File: src/rtl/ps2_defs.sv
// Shared PS/2 definitions: host-transmit FSM encoding, frame length and
// well-known keyboard command bytes.
package ps2_defs;

  typedef enum logic [2:0] {
    IDLE      = 3'd0,
    INHIBIT   = 3'd1,
    REQ       = 3'd2,
    SEND      = 3'd3,
    ACK       = 3'd4,
    WAIT_IDLE = 3'd5,
    DONE      = 3'd6,
    ERR       = 3'd7
  } ps2_state_e;

  localparam int FRAME_BITS = 11;

  localparam logic [7:0] CMD_SET_LEDS = 8'hED;
  localparam logic [7:0] CMD_RESET    = 8'hFF;

  function automatic logic odd_parity(input logic [7:0] d);
    return ~^d;
  endfunction

endpackage

File: src/rtl/ps2_line_sync.sv
// Two-flop synchronizers for the PS/2 CLOCK and DATA pads plus a registered
// falling-edge detector on CLOCK (fall is seen 3 system clocks after the pad).
module ps2_line_sync (
  input  logic i_clk,
  input  logic i_rst_n,
  input  logic i_ps2_clk,
  input  logic i_ps2_data,
  output logic o_clk_sync,
  output logic o_data_sync,
  output logic o_fall
);

  logic r_clk_meta;
  logic r_clk_sync;
  logic r_clk_prev;
  logic r_data_meta;
  logic r_data_sync;
  logic r_fall;

  // Idle PS/2 lines are high, so the flops reset to 1 to avoid a false fall.
  always_ff @(posedge i_clk or negedge i_rst_n) begin
    if (!i_rst_n) begin
      r_clk_meta  <= 1'b1;
      r_clk_sync  <= 1'b1;
      r_clk_prev  <= 1'b1;
      r_data_meta <= 1'b1;
      r_data_sync <= 1'b1;
      r_fall      <= 1'b0;
    end else begin
      r_clk_meta  <= i_ps2_clk;
      r_clk_sync  <= r_clk_meta;
      r_clk_prev  <= r_clk_sync;
      r_data_meta <= i_ps2_data;
      r_data_sync <= r_data_meta;
      r_fall      <= r_clk_prev & ~r_clk_sync;
    end
  end

  assign o_clk_sync  = r_clk_sync;
  assign o_data_sync = r_data_sync;
  assign o_fall      = r_fall;

endmodule

File: src/rtl/ps2_host_tx.sv
// PS/2 host-to-device transmitter: inhibits the bus, issues a request-to-send,
// shifts one byte out on device clock falls and checks the device ACK.
module ps2_host_tx #(
  parameter int INHIBIT_CYCLES = 5000,
  parameter int TIMEOUT_CYCLES = 750000,
  parameter int CNT_W          = 20
) (
  input  logic       Clock,
  input  logic       Reset,
  input  logic [7:0] iData,
  input  logic       iSend,
  input  logic       iPS2_CLOCK,
  input  logic       iPS2_DATA,
  output logic       oPS2_CLOCK_OE,
  output logic       oPS2_DATA_OE,
  output logic       oBusy,
  output logic       oDone,
  output logic       oError,
  output logic [2:0] oState
);

  import ps2_defs::*;

  localparam logic [CNT_W-1:0] INH_LAST   = CNT_W'(INHIBIT_CYCLES - 1);
  localparam logic [CNT_W-1:0] TO_LAST    = CNT_W'(TIMEOUT_CYCLES - 1);
  localparam logic [3:0]       PARITY_IDX = 4'(FRAME_BITS - 3);

  ps2_state_e       r_state;
  ps2_state_e       w_next;
  logic [CNT_W-1:0] r_cnt;
  logic [3:0]       r_bit;
  logic [7:0]       r_data;
  logic             r_parity;
  logic             r_data_oe;

  logic       w_clk_sync;
  logic       w_data_sync;
  logic       w_fall;
  logic       w_timeout;
  logic       w_inh_last;
  logic [3:0] w_next_idx;
  logic       w_next_bit;

  ps2_line_sync u_sync (
    .i_clk       (Clock),
    .i_rst_n     (Reset),
    .i_ps2_clk   (iPS2_CLOCK),
    .i_ps2_data  (iPS2_DATA),
    .o_clk_sync  (w_clk_sync),
    .o_data_sync (w_data_sync),
    .o_fall      (w_fall)
  );

  assign w_timeout  = (r_cnt == TO_LAST);
  assign w_inh_last = (r_cnt == INH_LAST);
  assign w_next_idx = r_bit + 4'd1;

  // Frame bit driven after the next fall: data LSB first, parity, then stop.
  always_comb begin
    w_next_bit = 1'b1;
    if (w_next_idx < 4'd8)
      w_next_bit = r_data[w_next_idx[2:0]];
    else if (w_next_idx == PARITY_IDX)
      w_next_bit = r_parity;
  end

  always_comb begin
    w_next = r_state;
    case (r_state)
      IDLE:      if (iSend) w_next = INHIBIT;
      INHIBIT:   if (w_inh_last) w_next = REQ;
      REQ: begin
        if (w_timeout)   w_next = ERR;
        else if (w_fall) w_next = SEND;
      end
      SEND: begin
        if (w_timeout)                          w_next = ERR;
        else if (w_fall && r_bit == PARITY_IDX) w_next = ACK;
      end
      ACK: begin
        if (w_timeout)   w_next = ERR;
        else if (w_fall) w_next = w_data_sync ? ERR : WAIT_IDLE;
      end
      WAIT_IDLE: begin
        if (w_timeout)                      w_next = ERR;
        else if (w_clk_sync && w_data_sync) w_next = DONE;
      end
      DONE:      w_next = IDLE;
      ERR:       w_next = IDLE;
      default:   w_next = IDLE;
    endcase
  end

  always_ff @(posedge Clock or negedge Reset) begin
    if (!Reset) begin
      r_state   <= IDLE;
      r_cnt     <= '0;
      r_bit     <= '0;
      r_data    <= '0;
      r_parity  <= 1'b0;
      r_data_oe <= 1'b0;
    end else begin
      r_state <= w_next;
      case (r_state)
        IDLE: begin
          r_cnt     <= '0;
          r_bit     <= '0;
          r_data_oe <= 1'b0;
          if (iSend) begin
            r_data   <= iData;
            r_parity <= odd_parity(iData);
          end
        end
        INHIBIT: r_cnt <= w_inh_last ? '0 : r_cnt + 1'b1;
        REQ: begin
          r_cnt <= r_cnt + 1'b1;
          if (w_fall) r_data_oe <= ~r_data[0];
        end
        SEND: begin
          r_cnt <= r_cnt + 1'b1;
          if (w_fall) begin
            r_bit     <= w_next_idx;
            r_data_oe <= ~w_next_bit;
          end
        end
        ACK: begin
          r_cnt <= r_cnt + 1'b1;
          if (w_fall) r_bit <= w_next_idx;
        end
        WAIT_IDLE: r_cnt <= r_cnt + 1'b1;
        default: begin
          r_cnt     <= '0;
          r_data_oe <= 1'b0;
        end
      endcase
    end
  end

  // Start bit goes on DATA during the last inhibit cycle, before CLOCK release.
  assign oPS2_CLOCK_OE = (r_state == INHIBIT);
  assign oPS2_DATA_OE  = ((r_state == INHIBIT) && w_inh_last) ||
                         (r_state == REQ) ||
                         ((r_state == SEND) && r_data_oe);
  assign oBusy  = (r_state != IDLE);
  assign oDone  = (r_state == DONE);
  assign oError = (r_state == ERR);
  assign oState = r_state;

endmodule
File: config.mk
export PLATFORM = sky130hd
export DESIGN_NAME = ps2_host_tx
export DESIGN_NICKNAME = d
export VERILOG_FILES = /design/src/rtl/ps2_defs.sv /design/src/rtl/ps2_line_sync.sv /design/src/rtl/ps2_host_tx.sv
export SDC_FILE = /design/constraint.sdc
export NUM_CORES = 1
export LEC_CHECK = 0
export ABC_AREA = 1
export CAP_MARGIN = 40
export CORE_UTILIZATION = 62
export CTS_CLUSTER_DIAMETER = 120
export CTS_CLUSTER_SIZE = 16
export DETAILED_ROUTE_END_ITERATION = 8
export HOLD_SLACK_MARGIN = 0.1
export PLACE_DENSITY = 0.82
export REMOVE_ABC_BUFFERS = 1
export SYNTH_ARGS = -nofsm -noshare
export SYNTH_HDL_FRONTEND = slang
export SYNTH_SLANG_ARGS = --single-unit
export TNS_END_PERCENT = 50
File: constraint.sdc
create_clock -name Clock -period 2.65 [get_ports Clock]
set_clock_uncertainty 0.05 [all_clocks]
set_input_delay 0.53 -clock Clock [delete_from_list [all_inputs] [get_ports Clock]]
set_output_delay 0.53 -clock Clock [all_outputs]
set_load 0.01 [all_outputs]
# Word level (Yosys, flattened, before mapping)

Cells that the tools add are included.

Output and inout bits: 8
Word-level logic and storage cells: 82
Input port bits: 13
Register bits after elaboration: 43

Reductions and logical operators: 18
$add $sub $neg: 2
Bitwise operators: 5
Multiplexer cells: 23
Equal/unequal tests: 20
Order comparisons: 2

Operators by type and width:

| cell                                                       | count |
|---|---|
| one-hot mux 20 bit (2 select lines)                        | 1 |
| two-way mux 3 bit                                          | 10 |
| one-hot mux 3 bit (7 select lines)                         | 1 |
| adder 20 x 1 -> 20 bit, second input constant              | 1 |
| equality test 20 x 13 -> 1 bit, second input constant      | 1 |
| equality test 20 bit, second input constant                | 1 |
| two-way mux 20 bit                                         | 1 |
| equality test 3 bit, second input constant                 | 4 |
| equality test 4 bit, second input constant                 | 2 |
| inequality test 2 x 1 -> 1 bit, second input constant      | 4 |
| one-hot mux 4 bit (2 select lines)                         | 1 |
| XNOR reduction 8 bit                                       | 1 |
| equality test 3 x 2 -> 1 bit, second input constant        | 2 |
| inequality test 3 x 2 -> 1 bit, second input constant      | 2 |
| inequality test 3 bit, second input constant               | 2 |
| AND reduction 6 bit                                        | 1 |
| two-way mux 1 bit                                          | 5 |
| adder 4 x 1 -> 4 bit, second input constant                | 1 |
| logical AND 1 bit                                          | 4 |
| less-than comparator 3 x 4 -> 1 bit, second input constant | 1 |
| less-than comparator 4 bit, second input constant          | 1 |
| two-way mux 4 bit                                          | 1 |
| NOT 1 bit                                                  | 4 |
| AND reduction 2 bit                                        | 2 |
| other kinds (14)                                           | 16 |

# Longest topological paths before layout

Gate-level depths: netlist (run 1).

Word-level depth: 7
Mapped depth: 13
Gate-level depth less buffers: 12

# Cells and area by module

A second synthesis (run 1) with hierarchy kept.

Cells, all modules: 343
Area total of the unflattened synthesis: 2,567.5 um^2

By module, submodules not included:

| module        | cells each | area each (um^2) | seq. area each (um^2) | instances |
|---|---|---|---|---|
| ps2_host_tx   | 335        | 2,401.1          | 925.9                 | 1 |
| ps2_line_sync | 8          | 166.4            | 156.4                 | 1 |

# Worst setup path before layout (run 1)

OpenSTA, ideal clock, no wires.

Path type: reg-to-output
From: reg r_state[1] (netlist: oState[1])
To: out oPS2_DATA_OE
Path slack: 798 ps
Buffers on the path: 0
Arrival: 1,272 ps
Data required time: 2,070 ps
Cell stages (with the launch flop): 6
Cells stage by stage: dfrtp_1 > inv_2 > nand2_1 > nor2_1 > inv_1 > o21ai_0

Cells in the longest elaborated chain, start to end: 4
Elaborated cells on any way between the ends: 7
Those cells by class: 3 x eq/ne; 4 x reduce/logical

Ends and longest elaborated chain:

| what                         | line               | RTL |
|---|---|---|
| start, declared              | ps2_host_tx.sv:28  | `ps2_state_e r_state;` |
| start signal, assigned       | ps2_host_tx.sv:103 | `r_state <= w_next;` |
| equality test 3 x 1 -> 1 bit | -                  |  |
| via oPS2_CLOCK_OE            | ps2_host_tx.sv:14  | `output logic oPS2_CLOCK_OE,` |
| logical AND 1 bit            | ps2_host_tx.sv:141 | `assign oPS2_DATA_OE = ((r_state == INHIBIT) && w_inh_last) \|\|` |
| logical OR 1 bit             | ps2_host_tx.sv:141 |  |
| logical OR 1 bit             | ps2_host_tx.sv:142 | `(r_state == REQ) \|\|` |
| end, declared                | ps2_host_tx.sv:15  | `output logic oPS2_DATA_OE,` |

The timed path passes the listed nets, and every way through them passes these cells.

# Worst setup path in the final report (run 1)

From: reg r_cnt[0]
To: out oPS2_DATA_OE

Cells in the longest elaborated chain, start to end: 4

Ends and longest elaborated chain:

| what                           | line               | RTL |
|---|---|---|
| start, declared                | ps2_host_tx.sv:30  | `logic [CNT_W-1:0] r_cnt;` |
| start signal, assigned         | ps2_host_tx.sv:114 | `INHIBIT: r_cnt <= w_inh_last ? '0 : r_cnt + 1'b1;` |
| start signal, assigned         | ps2_host_tx.sv:116 | `r_cnt <= r_cnt + 1'b1;` |
| start signal, assigned         | ps2_host_tx.sv:120 | `r_cnt <= r_cnt + 1'b1;` |
| equality test 20 x 13 -> 1 bit | ps2_host_tx.sv:55  | `assign w_inh_last = (r_cnt == INH_LAST);` |
| logical AND 1 bit              | ps2_host_tx.sv:141 |  |
| logical OR 1 bit               | ps2_host_tx.sv:141 |  |
| logical OR 1 bit               | ps2_host_tx.sv:142 |  |

Every way passes these cells.

==> run metrics, run 1 <==
status finished clean; main combinational cell family by area after synthesis simple AND/OR/NAND/NOR gates; clk root buf clkbuf_8; Post-synth ARST share 100.0%; Synth warnings 0; Slew Limit Fails 0; power density over cell area between 800 and 900 nW/µm²; maximum vdd drop 0.0004730 V; pre-CTS WS between 0.15 and 0.2 ns; CP startpoint r_cnt[0]$_DFF_PN0_; number of synthesized flops with an enable pin 0; Synth area leaders dfrtp_1 38%, nand2_1 11%, inv_1 7.3%; Starting Density 66.95%; nets@finish between 300 and 400; Die Width roughly 66 µm; Post-DP HPWL approximately 4000 µm; # rows 22; share of cells above drive strength 1 12.01%; clock sinks 43; Non-Filler Instances 406; CP Max Fanout 4; CTS tree built; Leak approximately 1.4 nW; predominant post-synthesis flop cell dfrtp_1; # port buffers 20; DR WL/cell 12.84 µm; Synth Area per Inst between 7 and 8 µm²; Total GRT Usage approximately 28%; Mapped Area ~2500 µm²; fmax about 0.41 GHz; fraction of the cycle the final worst path needs between 90 and 100%; Final Hold Fails 0; post-synth top area share between 30% and 40%; clock tree buffer depth 2; DRC violations left 0; total die area 4332 µm²; Mapped Cells ~330; DRT Pass-1 Iters 4; GR Overflow Total 0; Relative slew margins 71.74%; WP buf/inv 2; metal2 WL between 2000 and 3000 µm; pin count of the biggest net entering global routing 31; Critical Path Sink Type output pin; Vias ~2200; fin worst setup slack 0.2050 ns; critical path class reg -> out; adder-cell share of the synthesized area slightly below 2%; simple-gate share of the synthesized area between 30% and 40%; worst-margin pin slew ~0.42 ns; CORE AREA around 3800 µm²; cts bufs inserted 5; post-synthesis mux area share under 10%; Setup Viol. Count Final 0; worst-skew pair later-pin latency 0.29 ns; Worst Path Arrival roughly 1.9 ns; FF+latch count, synth 43; number of global-route vias before repair between 2000 and 2500; routability congestion estimate 0.8671; vias per inst about 5.4; Largest stage delay, worst path approximately 0.4 ns; critical path launch point type register; dominant cell type by area after synthesis dfrtp_1; postcts setup bufs 0; first-pass GRT wire length about 9300 µm; xor-xnor portion of the synthesized cell area under 10%; top cell family by delay on the critical path buffers and inverters; Critical Path RT roughly 2.1 ns; Top Ports 21; dpl cells ~400; ANT nets after route 0; die height 65.82 µm; Hold Path Class reg -> reg; initial antenna violation count 0; Max Cap Viol 0; RSZ-0062 raised after global routing false; top layer in use met4; worst r2r src r_bit[0]$_DFFE_PN0P_; Worst Min Path Start u_sync.r_clk_meta$_DFF_PN1_; met3 WL 207 µm; cell mode on critical path nand2_1; WL met1 approximately 2300 µm; final WL between 5000 and 6000 µm; ANT cells 0; setup TNS 0 ns; Final min period about 2.4 ns; Syn-to-layout area delta 14.62%; critical path's slowest cell dfrtp_1; Seq/Total Area, Yosys between 40 and 50%; clk slew on worst S/H paths roughly 0.09 ns; Iteration-0 DRC Markers 210; H-tree depth 2; post-synthesis compound-gate area fraction approximately 7.0%; Yosys cell types 29; most numerous cell in the Yosys netlist nand2_1; commonest cells in the netlist 74 x nand2_1, 49 x inv_1, 42 x nor2_1; worst path cell trace ha_1, nand2_1, inv_1, nand2_1, nor2_1, nand3_1, o21ai_1, dlygate4sd2_1
==> metrics by stage <==
step                power (mW)  hold slack [ns]  utilization [%]  area (µm²)
floorplan                1.566           0.1844                -        2485
global placement         1.836           0.2955            72.86        2748
detailed placement       1.886           0.2991            73.39        2768
CTS                      2.412           0.3059            76.74        2894
global route             2.594           0.3050            76.74        2894
finish                   2.405           0.2964            76.74        2894
==> area by class of cell <==
class	instances	area, µm²
well taps	48	60.06
repair buffers	23	231.5
clock buffers	6	82.58
flip-flops and latches	43	1082
clock inverters	2	35.03
inverters	53	203.9
fillers	280	877.1
multi-input cells	231	1199
==> logic make-up (layout without fill, tap and decap cells) <==
kind of cell,count (synthesis),count (layout)
XOR/XNOR,16,16
multiplexers,4,4
AO/OA/AOI/OAI,34,34
buffers and inverters,57,84
adder cells (fa/ha/maj),4,4
AND/OR/NAND/NOR,173,173
flip-flops,43,43
==> cells in the final DEF (no fill, tap or decap), types with 2 or more instances in the layout <==
cell              n
o211ai_1          2
clkdlybuf4s50_1  18
o21ai_0          16
nand2_1          74
mux2_2            4
o22ai_1           2
o21ai_1           2
nor2_1           42
nor3_1            4
dfstp_2           5
ha_1              4
a21oi_1          12
clkbuf_8          6
nor2_2           13
nor2_4            2
xor2_1           10
dfrtp_1          38
nand4_1           7
nand3_1          26
inv_2             3
inv_1            49
xnor2_1           6
==> layer usage <==
metal,vias to the layer above,global-route usage [%]
met5,-,0
met4,0,8.696
met3,6,6.724
met2,52,47.19
met1,1039,36.19
li1,1087,-
==> final timing paths <==
check                      depth (start not counted)  slack (ns)                           end
setup / recovery                                   8        0.20                  oPS2_DATA_OE
hold reg to reg                                    0        0.30   u_sync.o_clk_sync$_DFF_PN1_
setup reg to reg                                   8        0.87         r_data_oe$_DFFE_PN0P_
hold / removal                                     0        0.30   u_sync.o_clk_sync$_DFF_PN1_
max in group asynchronous                          4        1.26  u_sync.o_data_sync$_DFF_PN1_
min in group asynchronous                          2        0.62            r_cnt[5]$_DFF_PN0_
==> repair_timing <==
item	4_1_cts	5_1_grt
endpoints found under the hold margin	12	0
hold buffers	1	0
setup endpoints to repair	1	0
resized for setup	2	0
==> sequential cells by signal, indices dropped and copies added, names as in the netlist <==
name                count
u_sync.r_data_meta      1
u_sync.r_clk_prev       1
r_cnt                  20
r_parity                1
u_sync.o_clk_sync       1
r_data_oe               1
r_data                  8
u_sync.o_fall           1
u_sync.o_data_sync      1
r_bit                   4
u_sync.r_clk_meta       1
oState                  3
==> power by group <==
group,switching (mW),internal (mW)
Sequential,0.120,0.790
Combinational,0.597,0.364
Clock,0.228,0.305
Total,0.945,1.46
Note: power is estimated with default switching activity, not from simulation.
==> inputs of run 2 (changes only) <==
--- a/config.mk
+++ b/config.mk
@@ -7,6 +7,7 @@
 export LEC_CHECK = 0
 export ABC_AREA = 1
 export CAP_MARGIN = 40
+export CORE_ASPECT_RATIO = 0.6
 export CORE_UTILIZATION = 62
 export CTS_CLUSTER_DIAMETER = 120
 export CTS_CLUSTER_SIZE = 16
==> run 2 against run 1 <==
The flow now finishes with violations (DRC). Die area increased by 0.19%. Sequential share of layout area increased by 0.34 points. Cell count decreased by 0.25%. First-iteration DRC count increased by 8.6%. Global-route usage about the same. Final area decreased by 0.91%. Critical path type unchanged. Largest power group unchanged.
==> run metrics, run 2 (synthesized netlist as in run 1, its figures left out) <==
status finished with violations (was finished clean); failing checks DRC; initial antenna violation count 0 (unchanged); Hold Path Class reg -> reg (unchanged); Max Cap Viol 0 (unchanged); DR WL/cell 14.21 µm (was 12.84 µm); Reg area 1082 µm² (unchanged); setup TNS 0 ns (unchanged); maximum vdd drop 0.0006824 V (was 0.0004730 V); CP startpoint oState[1]$_DFFE_PN0P_ (was r_cnt[0]$_DFF_PN0_); Final min period 2.477 ns (was 2.445 ns); CP Max Fanout 7 (was 4); Leak 1.351 nW (was 1.371 nW); Starting Density 66.69% (was 66.95%); first-pass GRT wire length 9197 µm (was 9252 µm); Worst Min Path Start u_sync.r_clk_meta$_DFF_PN1_ (unchanged); critical path launch point type register (unchanged); power density over cell area 818.5 nW/µm² (was 831.0 nW/µm²); dpl cells 396 (was 397); CTS tree built (unchanged); RSZ-0062 raised after global routing false (unchanged); number of fill cells 298 (was 280); Flop pwr share 38.9% (was 37.9%); critical path class reg -> out (unchanged); Critical Path Sink Type output pin (unchanged); worst path cell trace inv_2, nand2_1, nor2_1, buf_4, clkdlybuf4s50_1 (was ha_1, nand2_1, inv_1, nand2_1, nor2_1, nand3_1, o21ai_1, dlygate4sd2_1); Multi-input gate area 1199 µm² (unchanged); Relative slew margins 68.29% (was 71.74%); Non-Filler Instances 405 (was 406); pin count of the biggest net entering global routing 30 (was 31); H-tree depth 2 (unchanged); Power Internal 1.351 mW (was 1.460 mW); Final Hold Fails 0 (unchanged); Largest Register r_cnt (unchanged); routability congestion estimate 0.9488 (was 0.8671); Die Width 84.39 µm (was 65.82 µm); Top Ports 21 (unchanged); DRC violations left 2 (was 0); vias per inst 5.459 (was 5.379); DRT Pass-1 Iters 7 (was 4); Comb power frac 42.1% (was 40.0%); worst r2r src r_bit[0]$_DFFE_PN0P_ (unchanged); GR Overflow Total 0 (unchanged); top cell family by delay on the critical path buffers and inverters (unchanged); Psw 0.9959 mW (was 0.9453 mW); share of cells above drive strength 1 12.01% (unchanged); Post-DP HPWL 4343 µm (was 4015 µm); Vias 2211 (was 2184); commonest non-fill, non-tap cells in the layout 74 x nand2_1, 49 x inv_1, 42 x nor2_1, 38 x dfrtp_1, 26 x nand3_1 (unchanged); CORE AREA 3786 µm² (was 3771 µm²); Critical Path RT 2.07 ns (about the same); Largest register FFs 20 (unchanged); Setup Viol. Count Final 0 (unchanged); clock tree buffer depth 2 (unchanged); total die area 4340 µm² (was 4332 µm²); # port buffers 20 (unchanged); clk root buf clkbuf_8 (unchanged); switching share of power 42.43% (was 39.31%); die height 51.43 µm (was 65.82 µm); Largest stage delay, worst path 0.54 ns (was 0.40 ns); nets@finish 374 (unchanged); Largest regs r_cnt (20), r_data (8), r_bit (4) (unchanged); fmax 0.4037 GHz (was 0.4090 GHz); ANT cells 0 (unchanged); WP buf/inv 3 (was 2); Slew Limit Fails 0 (unchanged); clk slew on worst S/H paths 0.09 ns (about the same); ANT nets after route 0 (unchanged); final WL 5755 µm (was 5213 µm); worst-skew pair later-pin latency 0.30 ns (was 0.29 ns); critical path's slowest cell clkdlybuf4s50_1 (was dfrtp_1); most common cell after layout, fill and taps aside nand2_1 (unchanged); Worst Path Arrival 1.90 ns (was 1.87 ns); # rows 17 (was 22); fraction of the cycle the final worst path needs 93.48% (was 92.26%); Clk network pwr share 19.0% (was 22.2%); cts bufs inserted 5 (unchanged); postcts setup bufs 0 (unchanged); Total GRT Usage 28.34% (was 28.32%); Iteration-0 DRC Markers 228 (was 210); worst-margin pin slew 0.4757 ns (was 0.4239 ns); Syn-to-layout area delta 13.58% (was 14.62%); clock sinks 43 (unchanged); number of global-route vias before repair 1863 (was 2133)
## run 2: changes by cell type in the layout (fill, tap and decap cells not counted)
| cell | delta |
|---|---|
| bufinv_16 | -1 |
| inv_6 | +1 |
| clkbuf_8 | -1 |
| clkinvlp_4 | +2 |
| clkinv_2 | -1 |
## run 2: through the flow
step / util (%) / hold WS (ns) / power, mW / setup WS (ns) / instance area, µm²
final: 75.74 / 0.3090 / 2.347 / 0.1727 / 2868
after detailed placement: 73.07 / 0.2968 / 1.896 / 0.2671 / 2766
after CTS: 75.74 / 0.3103 / 2.331 / 0.2040 / 2868
after global placement: 72.54 / 0.2967 / 1.857 / 0.3084 / 2746
after floorplan: - / 0.1844 / 1.566 / 0.7890 / 2485
after global routing: 75.74 / 0.3140 / 2.490 / 0.07223 / 2868
## run 2: power by group through the flow
stage / clock (mW) / sequential (mW) / combinational (mW)
after floorplan: 0 / 0.900 / 0.666
after global routing: 0.467 / 0.925 / 1.10
final: 0.446 / 0.913 / 0.989
after CTS: 0.446 / 0.907 / 0.978
after global placement: 0 / 0.913 / 0.944
after detailed placement: 0 / 0.921 / 0.976
## run 2: layer usage
layer	GRT usage, %	up-vias	part of all wire (%)
met5	0	-	0
met4	6.780	0	0.83
met3	6.300	7	8.6
met2	39.07	98	40
met1	44.58	1016	51
li1	-	1090	-
## run 2: what timing repair did
item | 4_1_cts | 5_1_grt
hold endpoints to repair | 14 | 0
gates resized for setup | 2 | 0
setup endpoints to repair | 1 | 0
hold buffers | 1 | 0
## run 2: area by class of cell
class / instances / area share (%)
clock buffer: 5 / 2.400
inverter: 53 / 7.112
multi-input combinational: 231 / 41.80
timing repair buffer: 23 / 8.072
clock inverter: 3 / 0.8290
tap: 47 / 2.051
sequential: 43 / 37.74
## run 2: worst paths after layout
kind	cells after the start	slack, ns	to
min in group asynchronous	2	0.62	oState[2]$_DFFE_PN0P_
min reg2reg	0	0.31	u_sync.o_clk_sync$_DFF_PN1_
max in group asynchronous	3	1.39	u_sync.r_clk_meta$_DFF_PN1_
min	0	0.31	u_sync.o_clk_sync$_DFF_PN1_
max reg2reg	6	0.80	r_data_oe$_DFFE_PN0P_
max	5	0.17	oPS2_CLOCK_OE
